**config.mk**
```make
export PLATFORM = sky130hd
export DESIGN_NAME = rs_dec_info_framer
export DESIGN_NICKNAME = d
export VERILOG_FILES = /design/src/rtl/rs_16_8_pkg.sv /design/src/rtl/rs_frame_buf.sv /design/src/rtl/rs_dec_info_framer.sv
export SDC_FILE = /design/constraint.sdc
export NUM_CORES = 1
export LEC_CHECK = 0
export CORE_ASPECT_RATIO = 1.2
export CORE_UTILIZATION = 28
export CTS_BUF_LIST = sky130_fd_sc_hd__clkbuf_4
export DETAILED_ROUTE_END_ITERATION = 16
export PLACE_DENSITY = 0.49
export SETUP_SLACK_MARGIN = 0.4
export SYNTH_ARGS = -nofsm -noshare
export SYNTH_HDL_FRONTEND = slang
export SYNTH_HIERARCHICAL = 1
export SYNTH_SLANG_ARGS = --single-unit
```
**constraint.sdc**
```tcl
create_clock -name clk -period 3.25 [get_ports clk]
set_input_delay 0.4875 -clock clk [delete_from_list [all_inputs] [get_ports clk]]
set_output_delay 0.4875 -clock clk [all_outputs]
set_load 0.1 [all_outputs]
```
**src/rtl/rs_16_8_pkg.sv**
```systemverilog
// ============================================================================
// Module  : rs_16_8_pkg
// Brief   : Shared RS(16,8) code parameters, symbol type and framer out-state.
// Revision: 1.0 - initial release
// ============================================================================
`default_nettype none

package rs_16_8_pkg;

    localparam int RS_N     = 16;
    localparam int RS_K     = 8;
    localparam int RS_SYM_W = 8;

    typedef logic [RS_SYM_W-1:0] sym_t;

    typedef enum logic [0:0] {
        IDLE = 1'b0,
        SEND = 1'b1
    } out_state_e;

endpackage

`default_nettype wire

```
**src/rtl/rs_frame_buf.sv**
```systemverilog
// ============================================================================
// Module  : rs_frame_buf
// Brief   : NFRM-slot frame store of K symbols each, one write port, registered
//           read port, slot pointers and occupancy.
// Revision: 1.0 - initial release
// ============================================================================
`default_nettype none

module rs_frame_buf
    import rs_16_8_pkg::*;
#(
    parameter int K     = RS_K,
    parameter int SYM_W = RS_SYM_W,
    parameter int NFRM  = 2
) (
    input  logic                        clk,
    input  logic                        rst,
    input  logic                        wr_en,
    input  logic [$clog2(K)-1:0]        wr_off,
    input  logic [SYM_W-1:0]            wr_data,
    input  logic                        commit,
    input  logic                        rel,
    input  logic [$clog2(K)-1:0]        rd_off,
    output logic [SYM_W-1:0]            rd_data,
    output logic [$clog2(NFRM):0]       occ
);

    localparam int OFF_W  = $clog2(K);
    localparam int SLOT_W = $clog2(NFRM);
    localparam int OCC_W  = SLOT_W + 1;
    localparam int DEPTH  = NFRM * K;

    logic [SYM_W-1:0]  mem [DEPTH];
    logic [SLOT_W-1:0] wr_slot_q, wr_slot_d;
    logic [SLOT_W-1:0] rd_slot_q, rd_slot_d;
    logic [OCC_W-1:0]  occ_q, occ_d;
    logic [SYM_W-1:0]  rd_data_q;

    // Pointers wrap naturally because NFRM and K are powers of two.
    always_comb begin
        wr_slot_d = wr_slot_q + SLOT_W'(commit);
        rd_slot_d = rd_slot_q + SLOT_W'(rel);
        occ_d     = occ_q + OCC_W'(commit) - OCC_W'(rel);
    end

    always_ff @(posedge clk) begin
        if (wr_en) begin
            mem[{wr_slot_q, wr_off}] <= wr_data;
        end
    end

    // The read address looks one beat ahead so the registered data lines up
    // with the beat that will be presented after this edge.
    always_ff @(posedge clk) begin
        if (rst) begin
            wr_slot_q <= '0;
            rd_slot_q <= '0;
            occ_q     <= '0;
            rd_data_q <= '0;
        end else begin
            wr_slot_q <= wr_slot_d;
            rd_slot_q <= rd_slot_d;
            occ_q     <= occ_d;
            rd_data_q <= mem[{rd_slot_d, rd_off}];
        end
    end

    assign rd_data = rd_data_q;
    assign occ     = occ_q;

endmodule

`default_nettype wire

```
**src/rtl/rs_dec_info_framer.sv**
```systemverilog
// ============================================================================
// Module  : rs_dec_info_framer
// Brief   : Keeps the info symbols of decoded RS codewords, buffers whole frames
//           and replays them as a val/sop/eop stream with ready backpressure.
// Revision: 1.0 - initial release
// ============================================================================
`default_nettype none

module rs_dec_info_framer
    import rs_16_8_pkg::*;
#(
    parameter int N     = RS_N,
    parameter int K     = RS_K,
    parameter int SYM_W = RS_SYM_W,
    parameter int NFRM  = 2
) (
    input  logic             clk,
    input  logic             rst,
    input  logic             symb_out_val,
    input  logic [7:0]       symb_out_cnt,
    input  logic [SYM_W-1:0] symb_corrected,
    input  logic             dout_rdy,
    output logic             dout_val,
    output logic             dout_sop,
    output logic             dout_eop,
    output logic [SYM_W-1:0] dout,
    output logic             ovf,
    output logic             seq_err,
    output logic [15:0]      drop_cnt
);

    localparam int CNT_W = 8;
    localparam int EXP_W = $clog2(N);
    localparam int OFF_W = $clog2(K);
    localparam int OCC_W = $clog2(NFRM) + 1;

    localparam logic [CNT_W-1:0] C_K        = CNT_W'(K);
    localparam logic [CNT_W-1:0] C_K_LAST   = CNT_W'(K - 1);
    localparam logic [CNT_W-1:0] C_N_LAST   = CNT_W'(N - 1);
    localparam logic [OFF_W-1:0] C_OFF_LAST = OFF_W'(K - 1);
    localparam logic [OCC_W-1:0] C_FULL     = OCC_W'(NFRM);

    // Input sequence tracking
    logic [EXP_W-1:0] exp_q, exp_d;
    logic             sync_q, sync_d;     // 0 while waiting for cnt==0 after an error
    logic             keep_q, keep_d;     // current frame owns a buffer slot
    logic             ovf_q, ovf_d;
    logic             seq_err_q, seq_err_d;
    logic [15:0]      drop_cnt_q, drop_cnt_d;
    logic             in_seq, is_first, keep_now;
    logic             wr_en, commit;
    logic [1:0]       ndrop;
    logic [16:0]      drop_sum;

    // Output side
    out_state_e       state_q, state_d;
    logic [OFF_W-1:0] rd_off_q, rd_off_d;
    logic             hs, rel;
    logic [SYM_W-1:0] rd_data;
    logic [OCC_W-1:0] occ;

    rs_frame_buf #(
        .K     (K),
        .SYM_W (SYM_W),
        .NFRM  (NFRM)
    ) u_buf (
        .clk     (clk),
        .rst     (rst),
        .wr_en   (wr_en),
        .wr_off  (symb_out_cnt[OFF_W-1:0]),
        .wr_data (symb_corrected),
        .commit  (commit),
        .rel     (rel),
        .rd_off  (rd_off_d),
        .rd_data (rd_data),
        .occ     (occ)
    );

    always_comb begin
        exp_d     = exp_q;
        sync_d    = sync_q;
        keep_d    = keep_q;
        seq_err_d = 1'b0;
        ovf_d     = 1'b0;
        wr_en     = 1'b0;
        commit    = 1'b0;
        in_seq    = 1'b0;
        is_first  = 1'b0;
        keep_now  = keep_q;
        if (symb_out_val) begin
            in_seq   = sync_q && (symb_out_cnt == CNT_W'(exp_q));
            is_first = (symb_out_cnt == '0);
            if (sync_q && !in_seq) begin
                seq_err_d = 1'b1;
                sync_d    = 1'b0;
                keep_d    = 1'b0;
                exp_d     = '0;
            end
            // cnt==0 always (re)starts a frame, even right after an error.
            if (in_seq || is_first) begin
                sync_d = 1'b1;
                exp_d  = (symb_out_cnt == C_N_LAST) ? '0
                                                     : EXP_W'(symb_out_cnt) + EXP_W'(1);
                if (is_first) begin
                    keep_now = (occ != C_FULL);
                    keep_d   = keep_now;
                    ovf_d    = !keep_now;
                end
                if (keep_now && (symb_out_cnt < C_K)) begin
                    wr_en  = 1'b1;
                    commit = (symb_out_cnt == C_K_LAST);
                end
            end
        end
        ndrop      = {1'b0, seq_err_d} + {1'b0, ovf_d};
        drop_sum   = {1'b0, drop_cnt_q} + {15'b0, ndrop};
        drop_cnt_d = drop_sum[16] ? 16'hFFFF : drop_sum[15:0];
    end

    always_ff @(posedge clk) begin
        if (rst) begin
            exp_q      <= '0;
            sync_q     <= 1'b1;
            keep_q     <= 1'b0;
            ovf_q      <= 1'b0;
            seq_err_q  <= 1'b0;
            drop_cnt_q <= '0;
        end else begin
            exp_q      <= exp_d;
            sync_q     <= sync_d;
            keep_q     <= keep_d;
            ovf_q      <= ovf_d;
            seq_err_q  <= seq_err_d;
            drop_cnt_q <= drop_cnt_d;
        end
    end

    // Output FSM: state register
    always_ff @(posedge clk) begin
        if (rst) begin
            state_q  <= IDLE;
            rd_off_q <= '0;
        end else begin
            state_q  <= state_d;
            rd_off_q <= rd_off_d;
        end
    end

    // Output FSM: next state and beat offset
    always_comb begin
        hs       = dout_val && dout_rdy;
        rel      = hs && (rd_off_q == C_OFF_LAST);
        rd_off_d = rd_off_q;
        if (hs) begin
            rd_off_d = rel ? '0 : rd_off_q + OFF_W'(1);
        end
        state_d = state_q;
        case (state_q)
            IDLE:    if (occ != '0) state_d = SEND;
            SEND:    if (rel && (occ == OCC_W'(1)) && !commit) state_d = IDLE;
            default: state_d = IDLE;
        endcase
    end

    // Output FSM: outputs. A committed frame is presented as soon as occ rises,
    // so the first sop does not wait for the IDLE->SEND transition.
    always_comb begin
        dout_val = (state_q == SEND) || (occ != '0);
        dout_sop = dout_val && (rd_off_q == '0);
        dout_eop = dout_val && (rd_off_q == C_OFF_LAST);
        dout     = dout_val ? rd_data : '0;
    end

    assign ovf      = ovf_q;
    assign seq_err  = seq_err_q;
    assign drop_cnt = drop_cnt_q;

endmodule

`default_nettype wire
```
# Word-level counts from Yosys, hierarchy flattened

Memory sizes are Yosys's and may differ from the RTL's. A register that Yosys moved wholly into a read port is not among the register bits.
Cells that the tools add are included.

Flip-flop bits (word level): 32
RAM bits: 128
Input port bits: 20
Output and inout port bits: 29
Memories: 1

Memories:

| memory    | words | width | read ports | clocked after Yosys merged registers in | write ports | RTL line           | text |
|---|---|---|---|---|---|---|---|
| u_buf.mem | 16    | 8     | 1          | 1                                       | 1           | rs_frame_buf.sv:33 | `logic [SYM_W-1:0] mem [DEPTH];` |

$add $sub $neg: 8
Magnitude comparators: 1
Eq/ne operators: 6
Muxes and demuxes: 31
Bitwise gates (word level): 1
Reduce and logical (&&, ||, !) cells: 19

Operators by type and width:

| kind                                                                  | number |
|---|---|
| 1-bit two-way mux                                                     | 23 |
| 16-bit by 2-bit adder with 17-bit output                              | 1 |
| 16-bit two-way mux                                                    | 1 |
| 4-bit two-way mux                                                     | 3 |
| 1-bit logical AND                                                     | 9 |
| 8-bit by 3-bit == test with 1-bit output (second input constant)      | 1 |
| 8-bit by 4-bit == test with 1-bit output                              | 1 |
| 8-bit by 4-bit == test with 1-bit output (second input constant)      | 1 |
| 8-bit logical NOT                                                     | 1 |
| 8-bit by 4-bit < comparator with 1-bit output (second input constant) | 1 |
| 8-bit two-way mux                                                     | 1 |
| 3-bit two-way mux                                                     | 2 |
| 4-bit by 1-bit adder with 4-bit output (second input constant)        | 1 |
| 2-bit nonzero test                                                    | 2 |
| 3-bit by 1-bit adder with 3-bit output (second input constant)        | 1 |
| 3-bit == test (second input constant)                                 | 1 |
| 1-bit logical NOT                                                     | 3 |
| 3-bit logical NOT                                                     | 1 |
| 1-bit adder                                                           | 2 |
| 1-bit by 1-bit adder with 2-bit output                                | 1 |
| 2-bit by 1-bit adder with 2-bit output                                | 1 |
| 2-bit by 1-bit == test with 1-bit output (second input constant)      | 1 |
| 1-bit logical OR                                                      | 2 |
| 2-bit inequality test (second input constant)                         | 1 |
| other kinds (4)                                                       | 4 |

# Depth between registers and ports, before layout

Gate-level depths: netlist of the first run.

Depth in word-level cells: 13
Mapped depth: 14

# Modules after synthesis

The synthesis of the first run kept the hierarchy.

Modules (own cells, without submodules):

| module             | times used | cells an instance | area each (um^2) |
|---|---|---|---|
| rs_frame_buf       | 1          | 245               | 5412.7 |
| rs_dec_info_framer | 1          | 183               | 1542.7 |

# Worst setup path before layout of the first run

No wires, ideal clock.

Kind: in2reg
Start: in symb_out_cnt[5]
End: mem u_buf/mem[0][0] (netlist name) (enable)
Data arrival time: 3.007 ns
Data required time: 2.867 ns
Path slack: -0.141 ns
Stages on the path: 6
Path buffers: 1
Cell sequence: or4_1 -> buf_2 -> or4_1 -> a21oi_1 -> or3b_2 -> nor3_1

Longest elaborated chain between the ends: 10
Elaborated cells on any way between the ends: 14
Those cells by class: order compare (1); eq/ne (1); mux (8); reduce/logical (4)

Ends and longest elaborated chain:

| what                                        | RTL line                  | text |
|---|---|---|
| start, declared                             | rs_dec_info_framer.sv:20  | `input logic [7:0] symb_out_cnt,` |
| 8-bit logical NOT                           | rs_dec_info_framer.sv:92  | `is_first = (symb_out_cnt == '0);` |
| 1-bit two-way mux                           | rs_dec_info_framer.sv:104 | `if (is_first) begin` |
| 1-bit two-way mux                           | rs_dec_info_framer.sv:100 | `if (in_seq \|\| is_first) begin` |
| 1-bit two-way mux                           | rs_dec_info_framer.sv:90  | `if (symb_out_val) begin` |
| 1-bit logical AND                           | rs_dec_info_framer.sv:109 | `if (keep_now && (symb_out_cnt < C_K)) begin` |
| 1-bit two-way mux                           | rs_dec_info_framer.sv:109 |  |
| 1-bit two-way mux (*)                       | rs_dec_info_framer.sv:100 |  |
| 1-bit two-way mux (*)                       | rs_dec_info_framer.sv:90  |  |
| net wr_en                                   | rs_dec_info_framer.sv:51  | `logic wr_en, commit;` |
| 1-bit two-way mux (*)                       | rs_frame_buf.sv:47        | `if (wr_en) begin` |
| 1-bit two-way mux (not written as such) (*) | rs_frame_buf.sv:48        | `mem[{wr_slot_q, wr_off}] <= wr_data;` |
| end, declared                               | rs_frame_buf.sv:33        |  |

Mark *: on every way through the listed nets, which the timed path passes. The rest lies on a longest branch. The select of a mux whose other input is x is not followed.

# Final worst setup path of the first run

Start: reg rd_off_q[0]
End: reg u_buf.rd_data_q[1] (netlist: u_buf/rd_data[1]) (read register of u_buf.mem)

Longest elaborated chain between the ends: 4
Elaborated cells on any way between the ends: 6
Those cells by class: add/sub (2); eq/ne (1); mux (2); reduce/logical (1)

Ends and longest elaborated chain:

| what                                                                                           | RTL line                  | text |
|---|---|---|
| start, declared                                                                                | rs_dec_info_framer.sv:57  | `logic [OFF_W-1:0] rd_off_q, rd_off_d;` |
| start signal, assigned                                                                         | rs_dec_info_framer.sv:145 | `rd_off_q <= rd_off_d;` |
| parallel branches: the longest is 3 deep, another holds 3-bit by 1-bit adder with 3-bit output | -                         |  |
| 3-bit two-way mux (*)                                                                          | rs_dec_info_framer.sv:154 | `if (hs) begin` |
| net rd_off_d[0]                                                                                | rs_dec_info_framer.sv:57  |  |
| end, declared                                                                                  | rs_frame_buf.sv:37        | `logic [SYM_W-1:0] rd_data_q;` |

Mark *: on every way through the listed nets, which the timed path passes.
A chain may end at the register's enable or synchronous reset.

==> parameters.txt, run 1 <==
Parameter                              Value

Status
  Run status    finished clean

Clock tree
  Num Clock Sinks    ~170
  Resized cells post-CTS    0
  Largest buffer count on any clock path    2
  Library cell used as clock root buffer    sky130_fd_sc_hd__clkbuf_4
  Clock transition at the registers of the reported paths    between 100 and 150 ps
  Count of hold-fix buffers inserted at cts    0
  Clock tree from TritonCTS    done
  Depth of the CTS H-tree    4
  Post-CTS Setup Bufs    0
  Insertion delay to the later sink of the worst-skew pair    around 560 ps
  CTS buffer count    17

Drt
  First-pass detailed-route iteration total    4
  Post-DR vias/cell    around 4.5
  Number of vias in the routed layout    about 3,800
  Violation count after the first detailed-route iteration    178
  Wire per inst    around 17 um
  WL final    14,220 um
  Antenna Nets Post-Route    0
  Number of design rule violations left after detail routing    0

Worst setup path
  Classification of the worst setup path    reg2reg
  Crit-path max FO    32
  Type of element launching the critical path    register
  Crit path DAT    roughly 3100 ps
  Data required time at the worst endpoint    about 3700 ps
  Logic depth of the worst register-to-register path    8
  Kind of end point of the critical path    register

Placed design
  Post-DP HPWL    approximately 9300 um
  Port Buffer Count    48
  # placed instances    just over 800
  DP Area    8113 um2
  Placer congestion estimate    ~0.73
  Setup slack at placement    -49.56 ps

Timing
  Relative max-transition margin    between 30% and 40%
  Clk_skew    30.10 ps
  Final setup violation count    0
  Maximum achievable frequency    about 370 MHz
  Min Tclk post-route    2706 ps
  Slew Viols, Final    0
  Slew @ Worst Pin    about 970 ps
  Unrepaired setup endpoints after global routing    no
  Final hold violations    0
  Crit path setup slack, layout    around 540 ps
  Final period util    ~83%

Min path
  Tightest Hold Check Type    reg2reg
  Hold Path Stages    2

Synth
  Most frequently used flop master after synthesis    sky130_fd_sc_hd__edfxtp_1
  Syn Area/Cell    16.25 um2
  Post-synth EDFFs    ~130
  Post-synth ARST share    0%
  Most numerous cell types in the synthesized netlist    128 x sky130_fd_sc_hd__edfxtp_1, 40 x sky130_fd_sc_hd__dfxtp_1, 24 x sky130_fd_sc_hd__mux4_1, 19 x sky130_fd_sc_hd__a21oi_1
  Post-Syn Area    about 7000 um2
  Largest area contributor in the synthesized netlist    sky130_fd_sc_hd__edfxtp_1
  Yosys top cell area share    roughly 55%
  Post-synthesis cell type count    50
  Yosys warning total    6
  Synthesized net count    around 460
  Dominant cells by area after synthesis    sky130_fd_sc_hd__edfxtp_1 55%, sky130_fd_sc_hd__dfxtp_1 12%, sky130_fd_sc_hd__mux4_1 9.1%
  Number of cells produced by synthesis    ~430
  Number of storage elements in the synthesis netlist    between 150 and 200
  Proportion of synthesized chip area in sequential cells    between 60% and 70%
  Most used standard cell by instance count after synthesis    sky130_fd_sc_hd__edfxtp_1

Layout
  Post-layout nets    540
  Register area    ~4600 um2
  Multi-input logic area    about 2200 um2
  Ratio of cells with drive above 1 in the final layout    between 20% and 30%
  Syn-to-layout area delta    21.01%
  Count of non-filler cells in the finished layout    845
  Post-route cell area    roughly 8400 um2
  Number of filler cells placed in the layout    about 2,300

GRT
  Number of antenna violations at the first check in global routing    1
  First-pass GRT wire length    around 22,000 um
  GRT Util Overall    a little under an eighth
  Sum of overflow across all layers after global routing    0
  Maximum number of pins on one net before global-route repair    33
  Number of global-route vias before repair    roughly 4,000

Die
  Core Rows    62
  Floorplan Core Area    around 24,000 um2
  Starting utilization of the core area    just under 30%
  Die X-Extent    ~150 um
  Height of the chip    ~170 um
  Top-level I/O count    49
  Die area    25,480 um2

Pwr
  Power density over the cells    440.3 nW/um2
  P_leak    roughly 0.0027 uW
  Worst ir drop on vdd    between 0.15 and 0.2 mV

Run
  Max-cap violations    0
[flip-flops by register name, indices dropped and copies added, names as in the netlist]
register         count
drop_cnt            16
exp_q                4
keep_q               1
ovf                  1
rd_off_q             3
seq_err              1
state_q              1
sync_q               1
u_buf/mem          128
u_buf/occ            2
u_buf/rd_data        8
u_buf/rd_slot_q      1
u_buf/wr_slot_q      1
[per-layer routing]
metal	global-route usage (%)	vias up	part of all wire, %
li1	-	1849	-
met5	0	-	0
met2	20.47	54	50
met3	2.742	13	3.0
met4	4.956	0	1.6
met1	14.11	1916	45
[cell type report]
| type | count | area share (%) |
|---|---|---|
| sequential | 168 | 55.18 |
| inverter | 16 | 0.7135 |
| multi-input combinational | 223 | 26.51 |
| antenna | 1 | 0.02973 |
| timing repair buffer | 85 | 9.276 |
| clock buffer | 19 | 1.695 |
| tap | 320 | 4.757 |
| clock inverter | 13 | 1.843 |
[critical path: stages, from the launching register on]
cell	delay, ps
sky130_fd_sc_hd__dfxtp_1	360
sky130_fd_sc_hd__ha_1	210
sky130_fd_sc_hd__ha_1	230
sky130_fd_sc_hd__or3_1	400
sky130_fd_sc_hd__nand2_1	120
sky130_fd_sc_hd__buf_12	260
sky130_fd_sc_hd__mux4_1	580
sky130_fd_sc_hd__mux2i_1	270
sky130_fd_sc_hd__o22ai_1	130
[final timing paths]
| path | start | end | slack, ps |
|---|---|---|---|
| worst max-delay path | rd_off_q[0] | u_buf/rd_data[1] | 540 |
| worst min-delay path | rd_off_q[2] | rd_off_q[2] | 530 |
| worst max register to register | rd_off_q[0] | u_buf/rd_data[1] | 540 |
| worst min register to register | rd_off_q[2] | rd_off_q[2] | 530 |
[cell families (layout without fill, tap and decap cells)]
kind of cell | Yosys count | after routing | share of synthesized area [%]
DFF | 168 | 168 | 66.77
and+or+nand+nor | 100 | 100 | 7.807
muxes | 51 | 51 | 14.41
AOI/OAI and AO/OA | 44 | 44 | 4.065
buffers and inverters | 37 | 133 | 2.824
xor gates and xnor gates | 19 | 19 | 2.393
adders and majority gates | 9 | 9 | 1.727
other | 0 | 1 | 0
[metrics by stage]
| step | setup TNS (ps) | util (%) | total power [uW] | hold slack [ps] |
|---|---|---|---|---|
| after global placement | -54.92 | 33.63 | 2489 | 478.0 |
| after detailed placement | -244.9 | 33.63 | 2494 | 490.8 |
| after global routing | 0 | 34.89 | 3864 | 560.8 |
| after floorplan | 0 | - | 2419 | 462.7 |
| final | 0 | 34.89 | 3706 | 525.5 |
| after CTS | 0 | 34.86 | 3761 | 528.2 |
[power breakdown]
| group | leakage (uW) | switching [uW] | internal, uW | total [uW] |
|---|---|---|---|---|
| Sequential | 0.00148 | 4.79 | 2310 | 2320 |
| Combinational | 0.00110 | 81.7 | 47.0 | 129 |
| Clock | 0.000166 | 764 | 498 | 1260 |
| Total | 0.00274 | 850 | 2860 | 3710 |
[cells in the final DEF, fill, tap and decap left out, drive strengths merged, types with 8 or more instances in the layout]
| cell | count |
|---|---|
| a21oi | 19 |
| and2 | 9 |
| buf | 58 |
| clkbuf | 19 |
| clkdlybuf4s50 | 27 |
| dfxtp | 40 |
| edfxtp | 128 |
| ha | 8 |
| inv | 24 |
| mux2i | 18 |
| mux4 | 32 |
| nand2 | 13 |
| nand3 | 10 |
| nor2 | 18 |
| nor3 | 13 |
| o22ai | 9 |
| xnor2 | 16 |
Power figures use the tool's default switching activity.
==> run 2: changes to the inputs <==
==> constraint.sdc (replaced) <==
create_clock -name clk -period 2.3 [get_ports clk]
set_input_delay 0.345 -clock clk [delete_from_list [all_inputs] [get_ports clk]]
set_output_delay 0.345 -clock clk [all_outputs]
set_load 0.1 [all_outputs]
==> run 2 against run 1 <==
The flow now finishes with violations (negative setup slack). Clock skew decreased by 11 ps. Via count increased by 8.6%. Global-route usage increased by 1.3 points. Maximum frequency increased by 13%. Combinational power increased by 58%. Critical path depth increased by 1. Final cell count increased by 6.3%. Utilization increased by 5.2 points. Non-clock buffer count increased by 52. Clock-buffer cell count decreased by 1. Sequential cell count unchanged. Cell area increased by 15%. Largest power group unchanged. Highest routed layer unchanged.
==> parameters.txt, run 2 (same netlist as run 1, synthesis figures left out) <==
Parameter                              Value

Die
  Height of the chip    174.7 um (unchanged)
  Core Rows    62 (unchanged)
  Starting utilization of the core area    28.83% (unchanged)
  Top-level I/O count    49 (unchanged)
  Die area    25,480 um2 (unchanged)
  Floorplan Core Area    24,130 um2 (unchanged)
  Die X-Extent    145.9 um (unchanged)

Drt
  Wire per inst    18.45 um (was 16.83 um)
  WL final    16,570 um (was 14,220 um)
  Violation count after the first detailed-route iteration    192 (was 178)
  Post-DR vias/cell    4.634 (was 4.535)
  First-pass detailed-route iteration total    4 (unchanged)
  Number of vias in the routed layout    4,161 (was 3,832)
  Number of design rule violations left after detail routing    0 (unchanged)
  Antenna Nets Post-Route    0 (unchanged)

Worst setup path
  Worst path slowest cell    sky130_fd_sc_hd__mux4_2 (was sky130_fd_sc_hd__mux4_1)
  Critical path origin    rd_off_q[1] (was rd_off_q[0])
  Type of element launching the critical path    register (unchanged)
  Crit path DAT    2840 ps (was 3130 ps)
  Kind of end point of the critical path    register (unchanged)
  Data required time at the worst endpoint    2740 ps (was 3670 ps)
  Slowest cell delay on critical path    480 ps (was 580 ps)
  Classification of the worst setup path    reg2reg (unchanged)
  Reg2reg start    rd_off_q[1] (was rd_off_q[0])
  Most frequent cell on the critical path    sky130_fd_sc_hd__ha_4 (was sky130_fd_sc_hd__ha_1)
  Crit-path max FO    6 (was 32)
  Cells along the critical path    ha_4 > ha_4 > or3_4 > nand2_8 > buf_12 > clkbuf_16 > mux4_2 > mux2i_1 > o22ai_1 (was ha_1 > ha_1 > or3_1 > nand2_1 > buf_12 > mux4_1 > mux2i_1 > o22ai_1)

Layout
  Largest reg by FF count    u_buf/mem (unchanged)
  Commonest non-fill, non-tap cell in the layout    sky130_fd_sc_hd__edfxtp_1 (unchanged)
  Number of flip-flops under the largest register name    128 (unchanged)
  Post-layout nets    593 (was 540)
  Syn-to-layout area delta    38.98% (was 21.01%)
  Most used cells in the layout excluding fill and tap cells    128 x sky130_fd_sc_hd__edfxtp_1, 60 x sky130_fd_sc_hd__buf_4, 32 x sky130_fd_sc_hd__dfxtp_1, 32 x sky130_fd_sc_hd__buf_12, 31 x sky130_fd_sc_hd__mux4_2 (was 128 x sky130_fd_sc_hd__edfxtp_1, 52 x sky130_fd_sc_hd__buf_4, 40 x sky130_fd_sc_hd__dfxtp_1)
  Ratio of cells with drive above 1 in the final layout    48.18% (was 23.28%)
  Final Util    40.07% (was 34.89%)
  Number of filler cells placed in the layout    2,208 (was 2,330)

GRT
  Number of global-route vias before repair    4,326 (was 3,987)
  Number of antenna violations at the first check in global routing    1 (unchanged)
  First-pass GRT wire length    24,610 um (was 22,370 um)
  Sum of overflow across all layers after global routing    0 (unchanged)
  GRT Util Overall    13.14% (was 11.84%)
  Maximum number of pins on one net before global-route repair    29 (was 33)

Timing
  Final hold violations    0 (unchanged)
  Unrepaired setup endpoints after global routing    yes (was no)
  Slew @ Worst Pin    669.2 ps (was 973.7 ps)
  Maximum achievable frequency    417.5 MHz (was 369.6 MHz)
  Final setup violation count    54 (was 0)
  Final setup TNS    -2617 ps (was 0 ps)
  Clk_skew    19.26 ps (was 30.10 ps)
  Slew Viols, Final    0 (unchanged)
  Relative max-transition margin    55.25% (was 34.88%)
  Min Tclk post-route    2395 ps (was 2706 ps)
  Final period util    104.1% (was 83.26%)
  Crit path setup slack, layout    -95.45 ps (was 544.1 ps)

Clock tree
  Count of hold-fix buffers inserted at cts    0 (unchanged)
  Depth of the CTS H-tree    4 (unchanged)
  Clock tree from TritonCTS    done (unchanged)
  Clock transition at the registers of the reported paths    150 ps (was 140 ps)
  Insertion delay to the later sink of the worst-skew pair    560 ps (about the same)
  Num Clock Sinks    168 (unchanged)
  Largest buffer count on any clock path    2 (unchanged)
  CTS buffer count    17 (unchanged)
  Library cell used as clock root buffer    sky130_fd_sc_hd__clkbuf_4 (unchanged)

Run
  Max-cap violations    0 (unchanged)

Status
  Failing checks    negative setup slack
  Run status    finished, violations left (was finished clean)

Placed design
  Post-DP HPWL    10,420 um (was 9292 um)
  Port Buffer Count    48 (unchanged)
  Placer congestion estimate    0.7669 (was 0.7293)

Pwr
  P_leak    0.003163 uW (was 0.002736 uW)
  Worst ir drop on vdd    0.2720 mV (was 0.1770 mV)
  Power density over the cells    560.2 nW/um2 (was 440.3 nW/um2)

Min path
  Hold path start    symb_out_cnt[3] (was rd_off_q[2])
  Tightest Hold Check Type    in2reg (was reg2reg)
run 2: changes by cell type in the layout (fill, tap and decap cells not counted), moves of 12 or more:
cell	before	now
sky130_fd_sc_hd__nor2_4	0	12
sky130_fd_sc_hd__clkdlybuf4s50_1	27	12
sky130_fd_sc_hd__buf_6	0	20
sky130_fd_sc_hd__a21oi_1	18	5
sky130_fd_sc_hd__a21oi_2	0	13
sky130_fd_sc_hd__buf_12	6	32
sky130_fd_sc_hd__mux4_2	8	31
sky130_fd_sc_hd__mux4_1	24	1
run 2: metal layers:
metal,global-route usage [%],part of all wire (%),wire length [um]
met1,15.21,42,7010
met5,0,0,0
met2,23.94,53,8837
met4,4.079,0.90,149
met3,3.003,3.4,569
run 2: where the power goes:
| part | leakage, uW | switching [uW] | internal, uW |
|---|---|---|---|
| clock | 0.000176 | 1060 | 888 |
| sequential | 0.00148 | 5.51 | 3260 |
| combinational | 0.00151 | 131 | 73.2 |
run 2: critical path, delay by kind of cell, from the launching register on:
family          cells  cell delay [ps]
compound gates      1              110
fa+ha+maj           2              320
buf+inv             2              270
flops               1              380
mux                 2              690
simple gates        2              510
run 2: path summary, 6_finish.rpt:
check                                         to  slack [ps]  depth (start not counted)
worst max-delay path            u_buf/rd_data[4]        -100                          9
worst min-delay path                         ovf         370                          4
worst max register to register  u_buf/rd_data[4]        -100                          9
worst min register to register          exp_q[2]         500                          1
run 2: area by class of cell:
| class | instances | area (um2) | area share (%) |
|---|---|---|---|
| diodes | 1 | 2.502 | 0.02589 |
| multi-input cells | 224 | 2570 | 26.59 |
| inverters | 16 | 62.56 | 0.6472 |
| clock inverters | 14 | 200.2 | 2.071 |
| flip-flops and latches | 168 | 4659 | 48.20 |
| repair buffers | 137 | 1637 | 16.93 |
| well taps | 320 | 400.4 | 4.142 |
| clock buffers | 18 | 135.1 | 1.398 |
run 2: per-stage QoR:
| step | power [uW] | instance area, um2 | hold slack, ps | cells | worst slack (ps) |
|---|---|---|---|---|---|
| global route | 5610 | 9667 | 337.7 | 898 | -189.1 |
| global placement | 3529 | 8646 | 479.1 | 835 | -753.2 |
| floorplan | 3421 | 7198 | 409.2 | 428 | -387.4 |
| finish | 5415 | 9667 | 365.7 | 898 | -95.45 |
| CTS | 5469 | 9463 | 300.0 | 887 | -87.91 |
| detailed placement | 3534 | 8646 | 482.5 | 835 | -790.9 |
run 2: timing repair:
action | 4_1_cts | 5_1_grt
gates cloned | 3 | 3
setup buffers | 17 | 7
pin swaps | 19 | 23
setup endpoints to repair | 164 | 167
resized for setup | 81 | 21
==> run 3: changes to the inputs <==
--- a/config.mk
+++ b/config.mk
@@ -6,11 +6,11 @@
 export NUM_CORES = 1
 export LEC_CHECK = 0
 export CORE_ASPECT_RATIO = 1.2
+export CORE_MARGIN = 4
 export CORE_UTILIZATION = 28
 export CTS_BUF_LIST = sky130_fd_sc_hd__clkbuf_4
 export DETAILED_ROUTE_END_ITERATION = 16
 export PLACE_DENSITY = 0.49
-export SETUP_SLACK_MARGIN = 0.4
 export SYNTH_ARGS = -nofsm -noshare
 export SYNTH_HDL_FRONTEND = slang
 export SYNTH_HIERARCHICAL = 1
==> run 3 against run 2 <==
The flow still finishes with violations (negative setup slack). Clock power is 13% lower. Combinational power is 2% higher. Maximum frequency is 1.6% lower. Power is 4.6% lower. Wire length is 2.8% lower. Critical endpoint is now u_buf/mem[0][7]. Highest routed layer unchanged.
==> parameters.txt, run 3 (same netlist as run 1, synthesis figures left out) <==
Parameter                              Value

Placed design
  Placer congestion estimate    0.7767 (was 0.7669)
  Post-DP HPWL    10,420 um (about the same)
  # placed instances    843 (was 835)
  Port Buffer Count    48 (unchanged)

Status
  Run status    finished, violations left (unchanged)
  Failing checks    negative setup slack (unchanged)

Timing
  Final setup violation count    70 (was 54)
  Relative max-transition margin    57.23% (was 55.25%)
  Maximum achievable frequency    411.0 MHz (was 417.5 MHz)
  Hold Slack    179.0 ps (was 365.7 ps)
  Clk_skew    13.77 ps (was 19.26 ps)
  Final hold violations    0 (unchanged)
  Crit path setup slack, layout    -133.4 ps (was -95.45 ps)
  Slew @ Worst Pin    639.5 ps (was 669.2 ps)
  Unrepaired setup endpoints after global routing    yes (unchanged)
  Min Tclk post-route    2433 ps (was 2395 ps)
  Slew Viols, Final    0 (unchanged)
  Final period util    105.8% (was 104.1%)

Worst setup path
  Setup slack, reg-to-reg    -100 ps (about the same)
  Type of element launching the critical path    input pin (was register)
  Data required time at the worst endpoint    2560 ps (was 2740 ps)
  Cells along the critical path    dlygate4sd2_1 > or4_4 > or4_4 > a21oi_4 > or3b_4 > nor3_4 > buf_12 (was ha_4 > ha_4 > or3_4 > nand2_8 > buf_12 > clkbuf_16 > mux4_2 > mux2i_1 > o22ai_1)
  Crit-path max FO    8 (was 6)
  Slowest cell delay on critical path    540 ps (was 480 ps)
  Classification of the worst setup path    in2reg (was reg2reg)
  Crit path DAT    2690 ps (was 2840 ps)
  Most frequent cell on the critical path    sky130_fd_sc_hd__or4_4 (was sky130_fd_sc_hd__ha_4)
  Worst path slowest cell    sky130_fd_sc_hd__or4_4 (was sky130_fd_sc_hd__mux4_2)
  Kind of end point of the critical path    register (unchanged)
  Logic depth of the worst register-to-register path    7 (was 9)

Clock tree
  Library cell used as clock root buffer    sky130_fd_sc_hd__clkbuf_4 (unchanged)
  Clock transition at the registers of the reported paths    130 ps (was 150 ps)
  Clock tree from TritonCTS    done (unchanged)
  Depth of the CTS H-tree    4 (unchanged)
  Count of hold-fix buffers inserted at cts    0 (unchanged)
  CTS buffer count    17 (unchanged)
  Largest buffer count on any clock path    2 (unchanged)
  Insertion delay to the later sink of the worst-skew pair    540 ps (was 560 ps)
  Num Clock Sinks    168 (unchanged)

GRT
  First-pass GRT wire length    25,130 um (was 24,610 um)
  GRT Util Overall    11.94% (was 13.14%)
  Sum of overflow across all layers after global routing    0 (unchanged)
  Maximum number of pins on one net before global-route repair    26 (was 29)
  Number of global-route vias before repair    4,300 (was 4,326)
  Number of antenna violations at the first check in global routing    1 (unchanged)

Die
  Die area    27,440 um2 (was 25,480 um2)
  Floorplan Core Area    24,200 um2 (was 24,130 um2)
  Core Rows    62 (unchanged)
  Starting utilization of the core area    28.74% (was 28.83%)
  Top-level I/O count    49 (unchanged)
  Die X-Extent    151.9 um (was 145.9 um)
  Height of the chip    180.7 um (was 174.7 um)

Layout
  Count of non-filler cells in the finished layout    890 (was 898)
  Ratio of cells with drive above 1 in the final layout    45.17% (was 48.18%)
  Number of flip-flops under the largest register name    128 (unchanged)
  Commonest non-fill, non-tap cell in the layout    sky130_fd_sc_hd__edfxtp_1 (unchanged)
  Most used cells in the layout excluding fill and tap cells    128 x sky130_fd_sc_hd__edfxtp_1, 61 x sky130_fd_sc_hd__buf_4, 36 x sky130_fd_sc_hd__dfxtp_1 (was 128 x sky130_fd_sc_hd__edfxtp_1, 60 x sky130_fd_sc_hd__buf_4, 32 x sky130_fd_sc_hd__dfxtp_1, 32 x sky130_fd_sc_hd__buf_12, 31 x sky130_fd_sc_hd__mux4_2)
  Largest reg by FF count    u_buf/mem (unchanged)
  Syn-to-layout area delta    35.87% (was 38.98%)
  Post-layout nets    585 (was 593)

Pwr
  P_leak    0.003052 uW (was 0.003163 uW)
  Power density over the cells    546.7 nW/um2 (was 560.2 nW/um2)
  Worst ir drop on vdd    0.3789 mV (was 0.2720 mV)
  Total power    5167 uW (was 5415 uW)

Drt
  Wire per inst    18.09 um (was 18.45 um)
  Antenna Nets Post-Route    0 (unchanged)
  Post-DR vias/cell    4.608 (was 4.634)
  First-pass detailed-route iteration total    6 (was 4)
  Violation count after the first detailed-route iteration    229 (was 192)
  Number of vias in the routed layout    4,101 (was 4,161)
  WL final    16,100 um (was 16,570 um)
  Number of design rule violations left after detail routing    0 (unchanged)

Run
  Max-cap violations    0 (unchanged)

Min path
  Hold Path Stages    3 (was 4)
  Tightest Hold Check Type    in2reg (unchanged)
## run 3: path summary, 6_finish.rpt
path	startpoint	end
setup / recovery	symb_out_cnt[6]	u_buf/mem[0][7]
hold / removal	symb_out_cnt[0]	exp_q[0]
setup reg to reg	exp_q[1]	u_buf/mem[0][7]
hold reg to reg	exp_q[0]	exp_q[0]
## run 3: what timing repair did
| item | 4_1_cts | 5_1_grt |
|---|---|---|
| cloned | 1 | 0 |
| pin swaps | 17 | 7 |
| endpoints found under the setup margin | 115 | 95 |
| resized for setup | 71 | 26 |
| setup buffers | 9 | 4 |
## run 3: cell type report
cell class,instances,area (um2)
flip-flops and latches,168,4649
clock buffers,18,135.1
well taps,320,400.4
inverters,16,72.57
multi-input cells,223,2535
repair buffers,130,1504
diodes,1,2.502
clock inverters,14,151.4
fillers,2280,14750
## run 3: worst max-delay path: cells and delay by family
family | cells | cell delay [ps]
compound gates | 1 | 180
buf+inv | 2 | 410
simple gates | 4 | 1750
## run 3: power breakdown
group / total [uW] / switching (uW) / internal, uW
clock network: 1690 / 1020 / 664
logic: 208 / 134 / 73.9
registers: 3270 / 5.18 / 3270
## run 3: per-stage QoR
stage | instance area, um2 | utilization (%) | TNS, ps | setup slack (ps)
4_1_cts | 9321 | 38.51 | -1312 | -108.5
3_5_place_dp | 8828 | 36.48 | -104140 | -921.5
6_report | 9450 | 39.05 | -5291 | -133.4
5_1_grt | 9450 | 39.05 | -12980 | -178.5
3_3_place_gp | 8828 | 36.48 | -102530 | -867.0
2_1_floorplan | 7292 | - | -31040 | -399.7
## run 3: metal layers
layer | vias up | part of all wire [%] | GRT usage [%]
met2 | 90 | 51 | 20.14
met4 | 0 | 1.3 | 3.381
li1 | 1916 | - | -
met3 | 11 | 3.3 | 2.931
met5 | - | 0 | 0
met1 | 2084 | 45 | 15.32
